### src/rtl/noc_pkg.sv
// Shared NoC parameters and the PE injection FSM state type.
package noc_pkg;

    localparam int FLIT_W     = 20;
    localparam int PE_CREDITS = 7;

    typedef enum logic {
        INJ_IDLE   = 1'b0,
        INJ_LOCKED = 1'b1
    } inj_state_e;

endpackage

### src/rtl/rr_arbiter.sv
// Combinational round-robin picker: first set request at or above ptr, wrapping mod N.
module rr_arbiter #(
    parameter int N  = 4,
    parameter int PW = $clog2(N)
) (
    input  logic [N-1:0]  req,
    input  logic [PW-1:0] ptr,
    output logic [N-1:0]  gnt
);

    localparam logic [N-1:0] ONE = N'(1);

    logic [N-1:0] rot;
    logic [N-1:0] pick;

    // Rotate so ptr sits at bit 0, isolate the lowest set bit, rotate back.
    always_comb begin
        rot  = N'({req, req} >> ptr);
        pick = rot & (~rot + ONE);
        gnt  = N'(({pick, pick} << ptr) >> N);
    end

endmodule

### src/rtl/pe_inject_arbiter.sv
// Packet-atomic round-robin sharing of one credit-gated NoC injection port.
// Optional per-source flit counters are built when PE_INJ_ARB_STATS_EN is defined.
module pe_inject_arbiter
    import noc_pkg::*;
#(
    parameter int N       = 4,
    parameter int DW      = FLIT_W,
    parameter int CREDITS = PE_CREDITS
) (
    input  logic            clk,
    input  logic            rst,
    input  logic [N-1:0]    req,
    input  logic [N*DW-1:0] req_data,
    input  logic [N-1:0]    req_last,
    output logic [N-1:0]    gnt,
    input  logic            ci,
    output logic [DW-1:0]   dataout,
    output logic            out_valid,
    output logic            busy,
    output logic            cred_err,
    output logic [N*16-1:0] stat_flits
);

    localparam int             PW       = $clog2(N);
    localparam int             CW       = $clog2(CREDITS + 1);
    localparam logic [N-1:0]   ONE      = N'(1);
    localparam logic [CW-1:0]  CRED_MAX = CW'(CREDITS);

    inj_state_e     state_q, state_d;
    logic [PW-1:0]  ptr_q, ptr_d;
    logic [PW-1:0]  owner_q, owner_d;
    logic [CW-1:0]  cred_q, cred_d;
    logic           cred_err_q, cred_err_d;
    logic           out_valid_q, out_valid_d;
    logic [DW-1:0]  dataout_q, dataout_d;

    logic [N-1:0]   arb_req, arb_win;
    logic [PW-1:0]  arb_ptr, win_idx;
    logic           granted, win_last;
    logic [DW-1:0]  win_data;

    // While LOCKED the arbiter only sees the owner, so the pointer value does not matter.
    assign arb_req = (state_q == INJ_LOCKED) ? (req & (ONE << owner_q)) : req;
    assign arb_ptr = (state_q == INJ_LOCKED) ? owner_q : ptr_q;

    rr_arbiter #(.N(N), .PW(PW)) u_rr (
        .req (arb_req),
        .ptr (arb_ptr),
        .gnt (arb_win)
    );

    assign gnt     = (cred_q != '0) ? arb_win : '0;
    assign granted = |gnt;

    always_comb begin
        // NOTE: every combinational output gets a default first so no path leaves it unassigned (no latch).
        win_idx  = '0;
        win_last = 1'b0;
        win_data = '0;
        for (int i = 0; i < N; i++) begin
            if (gnt[i]) begin
                win_idx  = PW'(i);
                win_last = req_last[i];
                win_data = req_data[i*DW +: DW];
            end
        end
    end

    always_comb begin
        state_d     = state_q;
        ptr_d       = ptr_q;
        owner_d     = owner_q;
        cred_d      = cred_q;
        cred_err_d  = cred_err_q;
        out_valid_d = granted;
        dataout_d   = granted ? win_data : dataout_q;

        if (granted) begin
            if (win_last) begin
                state_d = INJ_IDLE;
                ptr_d   = (win_idx == PW'(N - 1)) ? '0 : win_idx + PW'(1);
            end else begin
                state_d = INJ_LOCKED;
                owner_d = win_idx;
            end
        end

        // A grant and a credit return in the same cycle cancel out.
        if (granted && !ci) begin
            cred_d = cred_q - CW'(1);
        end else if (!granted && ci) begin
            if (cred_q == CRED_MAX) begin
                cred_err_d = 1'b1;
            end else begin
                cred_d = cred_q + CW'(1);
            end
        end
    end

    // NOTE: sequential state uses non-blocking assignments so all flops update together at the edge.
    always_ff @(posedge clk or negedge rst) begin
        if (!rst) begin
            state_q     <= INJ_IDLE;
            ptr_q       <= '0;
            owner_q     <= '0;
            cred_q      <= CRED_MAX;
            cred_err_q  <= 1'b0;
            out_valid_q <= 1'b0;
            dataout_q   <= '0;
        end else begin
            state_q     <= state_d;
            ptr_q       <= ptr_d;
            owner_q     <= owner_d;
            cred_q      <= cred_d;
            cred_err_q  <= cred_err_d;
            out_valid_q <= out_valid_d;
            dataout_q   <= dataout_d;
        end
    end

    assign busy      = (state_q == INJ_LOCKED);
    assign cred_err  = cred_err_q;
    assign out_valid = out_valid_q;
    assign dataout   = dataout_q;

`ifdef PE_INJ_ARB_STATS_EN
    logic [N-1:0][15:0] stat_q, stat_d;

    always_comb begin
        stat_d = stat_q;
        for (int i = 0; i < N; i++) begin
            if (gnt[i] && (stat_q[i] != 16'hFFFF)) begin
                stat_d[i] = stat_q[i] + 16'd1;
            end
        end
    end

    always_ff @(posedge clk or negedge rst) begin
        if (!rst) begin
            stat_q <= '0;
        end else begin
            stat_q <= stat_d;
        end
    end

    assign stat_flits = stat_q;
`else
    assign stat_flits = '0;
`endif

endmodule

### config.mk
export PLATFORM = sky130hd
export DESIGN_NAME = pe_inject_arbiter
export DESIGN_NICKNAME = d
export VERILOG_FILES = /design/src/rtl/noc_pkg.sv /design/src/rtl/rr_arbiter.sv /design/src/rtl/pe_inject_arbiter.sv
export SDC_FILE = /design/constraint.sdc
export NUM_CORES = 1
export LEC_CHECK = 0
export BUFFER_PORTS_ARGS = -buffer_cell sky130_fd_sc_hd__buf_2
export CAP_MARGIN = 25
export CORE_MARGIN = 10
export CORE_UTILIZATION = 36
export DETAILED_ROUTE_END_ITERATION = 12
export GPL_TIMING_DRIVEN = 0
export PLACE_DENSITY = 0.77
export SLEW_MARGIN = 20
export SYNTH_ARGS = -nofsm -noshare
export SYNTH_HDL_FRONTEND = slang
export SYNTH_SLANG_ARGS = --single-unit
### constraint.sdc
create_clock -name clk -period 2.91 [get_ports clk]
set_input_delay 0.291 -clock clk [delete_from_list [all_inputs] [get_ports clk]]
set_output_delay 0.291 -clock clk [all_outputs]
set_load 0.005 [all_outputs]
# Word-level counts from Yosys, hierarchy flattened
# Index checks and enable logic that the tools add are counted.
# Widths: inputs -> output; s select.
[totals]
regBits = 30
input_bits = 91
output_inout_bits = 91
wordCells = 52
[op_classes]
n_addsub = 4
eq_ne = 3
n_shift = 3
muxes = 19
n_bitwise = 5
n_reduce_logical = 11
[ops]
columns = ["operator", "count"]
rows = [
  ["$mux 20", 4],
  ["$mux 3", 3],
  ["$and 4x4->4", 2],
  ["$mux 2", 4],
  ["$mux 4", 2],
  ["$shl 8x2->8", 1],
  ["$shr 8x2->4", 1],
  ["$mux 1", 6],
  ["$reduce_and 2->1", 3],
  ["$add 4x1->4 const B", 1],
  ["$not 4->4", 1],
  ["$reduce_or 4->1", 1],
  ["$shl 1x2->4 const A", 1],
  ["$add 3x1->3 const B", 1],
  ["$eq 3x3->1 const B", 1],
  ["$reduce_and 3->1", 1],
  ["$reduce_bool 3->1", 1],
  ["$sub 3x1->3 const B", 1],
  ["$add 2x1->2 const B", 1],
  ["$eq 2x2->1 const B", 1],
  ["$logic_and 1x1->1", 2],
  ["$logic_not 1->1", 2],
  ["$ne 2x2->1 const B", 1],
  ["$not 1->1", 2],
  ["$reduce_bool 2->1", 1],
]

# Logic depth before layout (Yosys ltp)
[logic_depth]
depth_word = 15
depth_mapped = 15
ltp_nobuf = 13

# Hierarchy
# Synthesis repeated with hierarchy kept, for this count alone.
[hier_totals]
hier_cells = 337
hier_area_um2 = 2700.1
[modules_own_cells]
columns = ["mod", "n_inst", "cells_per_inst", "area_each_um2", "seq_area_each_um2"]
rows = [
  ["pe_inject_arbiter", 1, 319, 2597.5, 754.5],
  ["rr_arbiter", 1, 18, 102.6, 0.0],
]

# Least setup slack after synthesis
# OpenSTA, ideal clock, no wires.
[synth_timing]
path_type = "reg-to-reg"
from = "reg ptr_q[0]"
to = "reg cred_q[2]"
setup_time_ns = 0.085
arrival_time_ns = 2.677
required_time_ns = 2.825
path_slack_ns = 0.147
stages_incl_launch_ff = 16
path_buffers = 2
period_less_slack_ns = 2.763
cell_sequence = "dfrtp_1 buf_6 and2_1 o311ai_4 nand3_1 o2111ai_1 nand2_1 buf_2 inv_1 ha_1 inv_1 fa_1 a211oi_1 a21oi_1 o21ai_0 o31ai_1"
[synth_via]
elab_chain_cells = 12
word_cells_on_any_way = 15
cone_classes = "add/sub: 1; eq/ne: 1; shift: 2; mux: 3; bitwise: 2; reduce/logical: 6"
[synth_lines]
columns = ["item", "line", "source"]
rows = [
  ["start, declared", "pe_inject_arbiter.sv:30", "logic [PW-1:0] ptr_q, ptr_d;"],
  ["start signal, assigned", "pe_inject_arbiter.sv:112", "ptr_q <= ptr_d;"],
  ["$mux 2 (*)", "pe_inject_arbiter.sv:44", "assign arb_ptr = (state_q == INJ_LOCKED) ? owner_q : ptr_q;"],
  ["$shr 8x2->4", "rr_arbiter.sv:18", "rot = N'({req, req} >> ptr);"],
  ["$not 4->4", "rr_arbiter.sv:19", "pick = rot & (~rot + ONE);"],
  ["$add 4x1->4", "rr_arbiter.sv:19", ""],
  ["$and 4x4->4", "rr_arbiter.sv:19", ""],
  ["$shl 8x2->8 (*)", "rr_arbiter.sv:20", "gnt = N'(({pick, pick} << ptr) >> N);"],
  ["$mux 4 (*)", "pe_inject_arbiter.sv:52", "assign gnt = (cred_q != '0) ? arb_win : '0;"],
  ["$reduce_or 4->1 (*)", "pe_inject_arbiter.sv:53", "assign granted = |gnt;"],
  ["named net granted", "pe_inject_arbiter.sv:39", "logic granted, win_last;"],
  ["$logic_not 1->1", "pe_inject_arbiter.sv:91", "end else if (!granted && ci) begin"],
  ["$logic_and 1x1->1", "pe_inject_arbiter.sv:91", ""],
  ["$reduce_bool 2->1 (no source line)", "--", ""],
  ["$reduce_and 2->1 (no source line)", "--", ""],
  ["end signal, assigned", "pe_inject_arbiter.sv:114", "cred_q <= cred_d;"],
  ["end, declared", "pe_inject_arbiter.sv:32", "logic [CW-1:0] cred_q, cred_d;"],
]
# Mark *: on every way through the listed nets, which the timed path passes. The rest lies on a longest branch.
# A chain may end at the register's enable or synchronous reset.

# Final worst setup path
# Same ends and word-level chain as after synthesis.

==> flow_summary.json <==
{
  "status": "completed",
  "fmax_mhz": 368,
  "syn2layout_area_growth_pct": 44.1,
  "clkTransAtPathRegs_ns": 0.06,
  "track_usage_pct": 14.9,
  "ys_async_sr_fraction_pct": 100,
  "top_usage_layer": "met2",
  "fp-row-count": 29,
  "clockBufferDepth": 2,
  "fin_crit_ns": 2.72,
  "drtAntennaViolNets": 0,
  "cp-end-kind": "flip-flop",
  "cts-root-buf": "clkbuf_8",
  "grt_util_met1_pct": 15.9,
  "cts_hold_buf": 0,
  "place.gp.congestion": 0.892,
  "r2r-start": "ptr_q[0]",
  "drive_above_1_share_pct": 46.9,
  "final_cells": 523,
  "yosysTopAreaCellShare_pct": 28.7,
  "hp-class": "primary input to async pin",
  "yosys_warnings": 0,
  "use_met3_pct": 7.13,
  "vdd_drop_max_v": 0.000460,
  "min_period_over_period_pct": 93.3,
  "maxSlewHeadroom_pct": 55.9,
  "grt_max_degree": 31,
  "final_nets": 539,
  "setup_violations": 0,
  "grt_pass1_vias": 2543,
  "utilization_pct": 53.5,
  "htreeDepth": 2,
  "grt.overflow.total": 0,
  "synth-edff-count": 0,
  "ys_top_cells_by_area": "dfrtp_1, buf_4, a221o_1, inv_1, nor2_1",
  "cts.sinks": 30,
  "numCtsBuffers": 5,
  "routed_wirelength_um": 8320,
  "cp.arrival_ns": 2.92,
  "drt_iter0_drc": 114,
  "critPathLaunchType": "flip-flop",
  "start_util_pct": 37.1,
  "cts_tree": "yes",
  "ios": 182,
  "crit_type": "flip-flop to flip-flop",
  "power.density_mw_per_mm2": 897,
  "via_per_inst": 4.63,
  "synth_ff_type": "dfrtp_1",
  "crit_start": "ptr_q[0]",
  "drc": 0,
  "clk_latency_ns": 0.28,
  "dp_hpwl_um": 6940,
  "netlist_instances": 258,
  "tightest_slew_ns": 0.662,
  "drv_cap": 0,
  "synth_seq_cells": 30,
  "port_buffers": 117,
  "vias": 2419,
  "p_leak_nw": 1.97,
  "crit_fanout": 10,
  "yosysMostFrequentCell": "buf_4",
  "die-area_mm2": 0.0102,
  "synth_top_area_cell": "dfrtp_1",
  "drt_pass1_iterations": 4,
  "crit_required_ns": 3.12,
  "yosysUniqueCellTypes": 45,
  "gr-usage-met2_pct": 25.6,
  "finClkSkew_ns": 0.00704,
  "diodes": 0,
  "ys_seq_area_share_pct": 32.0,
  "routedWlPerCell_um": 15.9,
  "antenna_found_initial": 0,
  "netlist_area_mm2": 0.00236,
  "coreArea_mm2": 0.00635,
  "dpl.cell_count": 515,
  "synth_area_per_cell_um2": 9.14,
  "hold_viol_final": 0,
  "slew_viol_final": 0,
  "die_w_um": 101,
  "synthTopCellsByCount": "buf_4, a221o_1, inv_1",
  "grt_pass1_wl_um": 12200,
  "die_h_um": 101
}
==> cell usage in the layout (no fill, tap or decap), drive strengths merged, types with 2 or more instances in the layout <==
cell type  netlist  routed
a211oi           2       2
a21oi            4       4
a221o           41      41
a41o             2       2
and2             2       2
buf             72     189
clkbuf           4      12
conb             1      64
dfrtp           27      27
dfstp            3       3
ha               2       2
inv             31      31
mux2i            2       2
nand2            5       5
nand2b           2       2
nand3            3       3
nand4            2       2
nor2            25      25
nor3             2       2
o21ai            5       5
o32a             2       2
==> per-layer routing <==
layer / share of wire (%) / routed length [µm]
met5: 0 / 0
met1: 36 / 3000
met4: 0.84 / 70
met3: 13 / 1090
met2: 50 / 4160
==> final cells by class <==
class | instances | area [µm²]
multi-input cells | 184 | 1200
inverters | 31 | 116
flip-flops and latches | 30 | 754
well taps | 77 | 96.3
plain buffers | 75 | 549
clock buffers | 8 | 90.1
repair buffers | 118 | 593
fillers | 583 | 2950
==> what timing repair did <==
item	4_1_cts	5_1_grt
cloned	0	0
endpoints found under the setup margin	2	1
buffers inserted	1	0
pin swaps	1	1
resized for setup	2	5
==> stage by stage <==
step | setup slack, ns | power, mW | setup TNS [ns] | cell area, µm² | hold slack, ns
3_5_place_dp | -0.268 | 2.66 | -0.356 | 3280 | 0.375
4_1_cts | 0.0856 | 3.03 | 0 | 3380 | 0.0666
2_1_floorplan | 0.147 | 2.03 | 0 | 2590 | -0.00459
5_1_grt | -0.00232 | 3.30 | -0.00232 | 3400 | 0.102
3_3_place_gp | -0.110 | 2.57 | -0.110 | 3280 | 0.365
6_report | 0.195 | 3.05 | 0 | 3400 | 0.0357
==> path summary, 6_finish.rpt <==
check                               to  slack, ns  cells past startpoint
max                          cred_q[2]       0.19                     14
min                        dataout[14]       0.04                      1
max reg2reg                  cred_q[2]       0.19                     14
min reg2reg                   cred_err       0.50                      1
max in group asynchronous   dataout[9]       2.44                      1
min in group clk            dataout[3]       0.23                      2
==> critical path, stage by stage (launching register included) <==
cell	delay, ns
dfrtp_1	0.37
buf_6	0.14
and2_1	0.18
o311ai_4	0.38
nand3_2	0.13
o2111ai_2	0.14
nand2_4	0.09
inv_1	0.08
ha_2	0.22
inv_1	0.09
fa_2	0.37
a211oi_2	0.15
a21oi_1	0.06
o21ai_0	0.14
o31ai_1	0.09
==> flip-flops by register name (all words and copies together), names as in the netlist <==
register	cells
out_valid	1
cred_err	1
ptr_q	2
dataout	20
cred_q	3
busy	1
owner_q	2
==> cells by family after synthesis <==
family / share of synthesized area (%)
buffers and inverters: 28.4
AOI/OAI and AO/OA: 27.1
and+or+nand+nor: 8.71
DFF: 32.0
adders and majority gates: 1.91
muxes: 1.33
other: 0.159
xor gates and xnor gates: 0.372
==> power breakdown <==
group	internal [mW]	total (mW)	switching, mW
Clock	0.193	0.347	0.154
Combinational	0.909	1.87	0.965
Sequential	0.665	0.825	0.160
No activity file was read; power rests on OpenSTA's default activity.
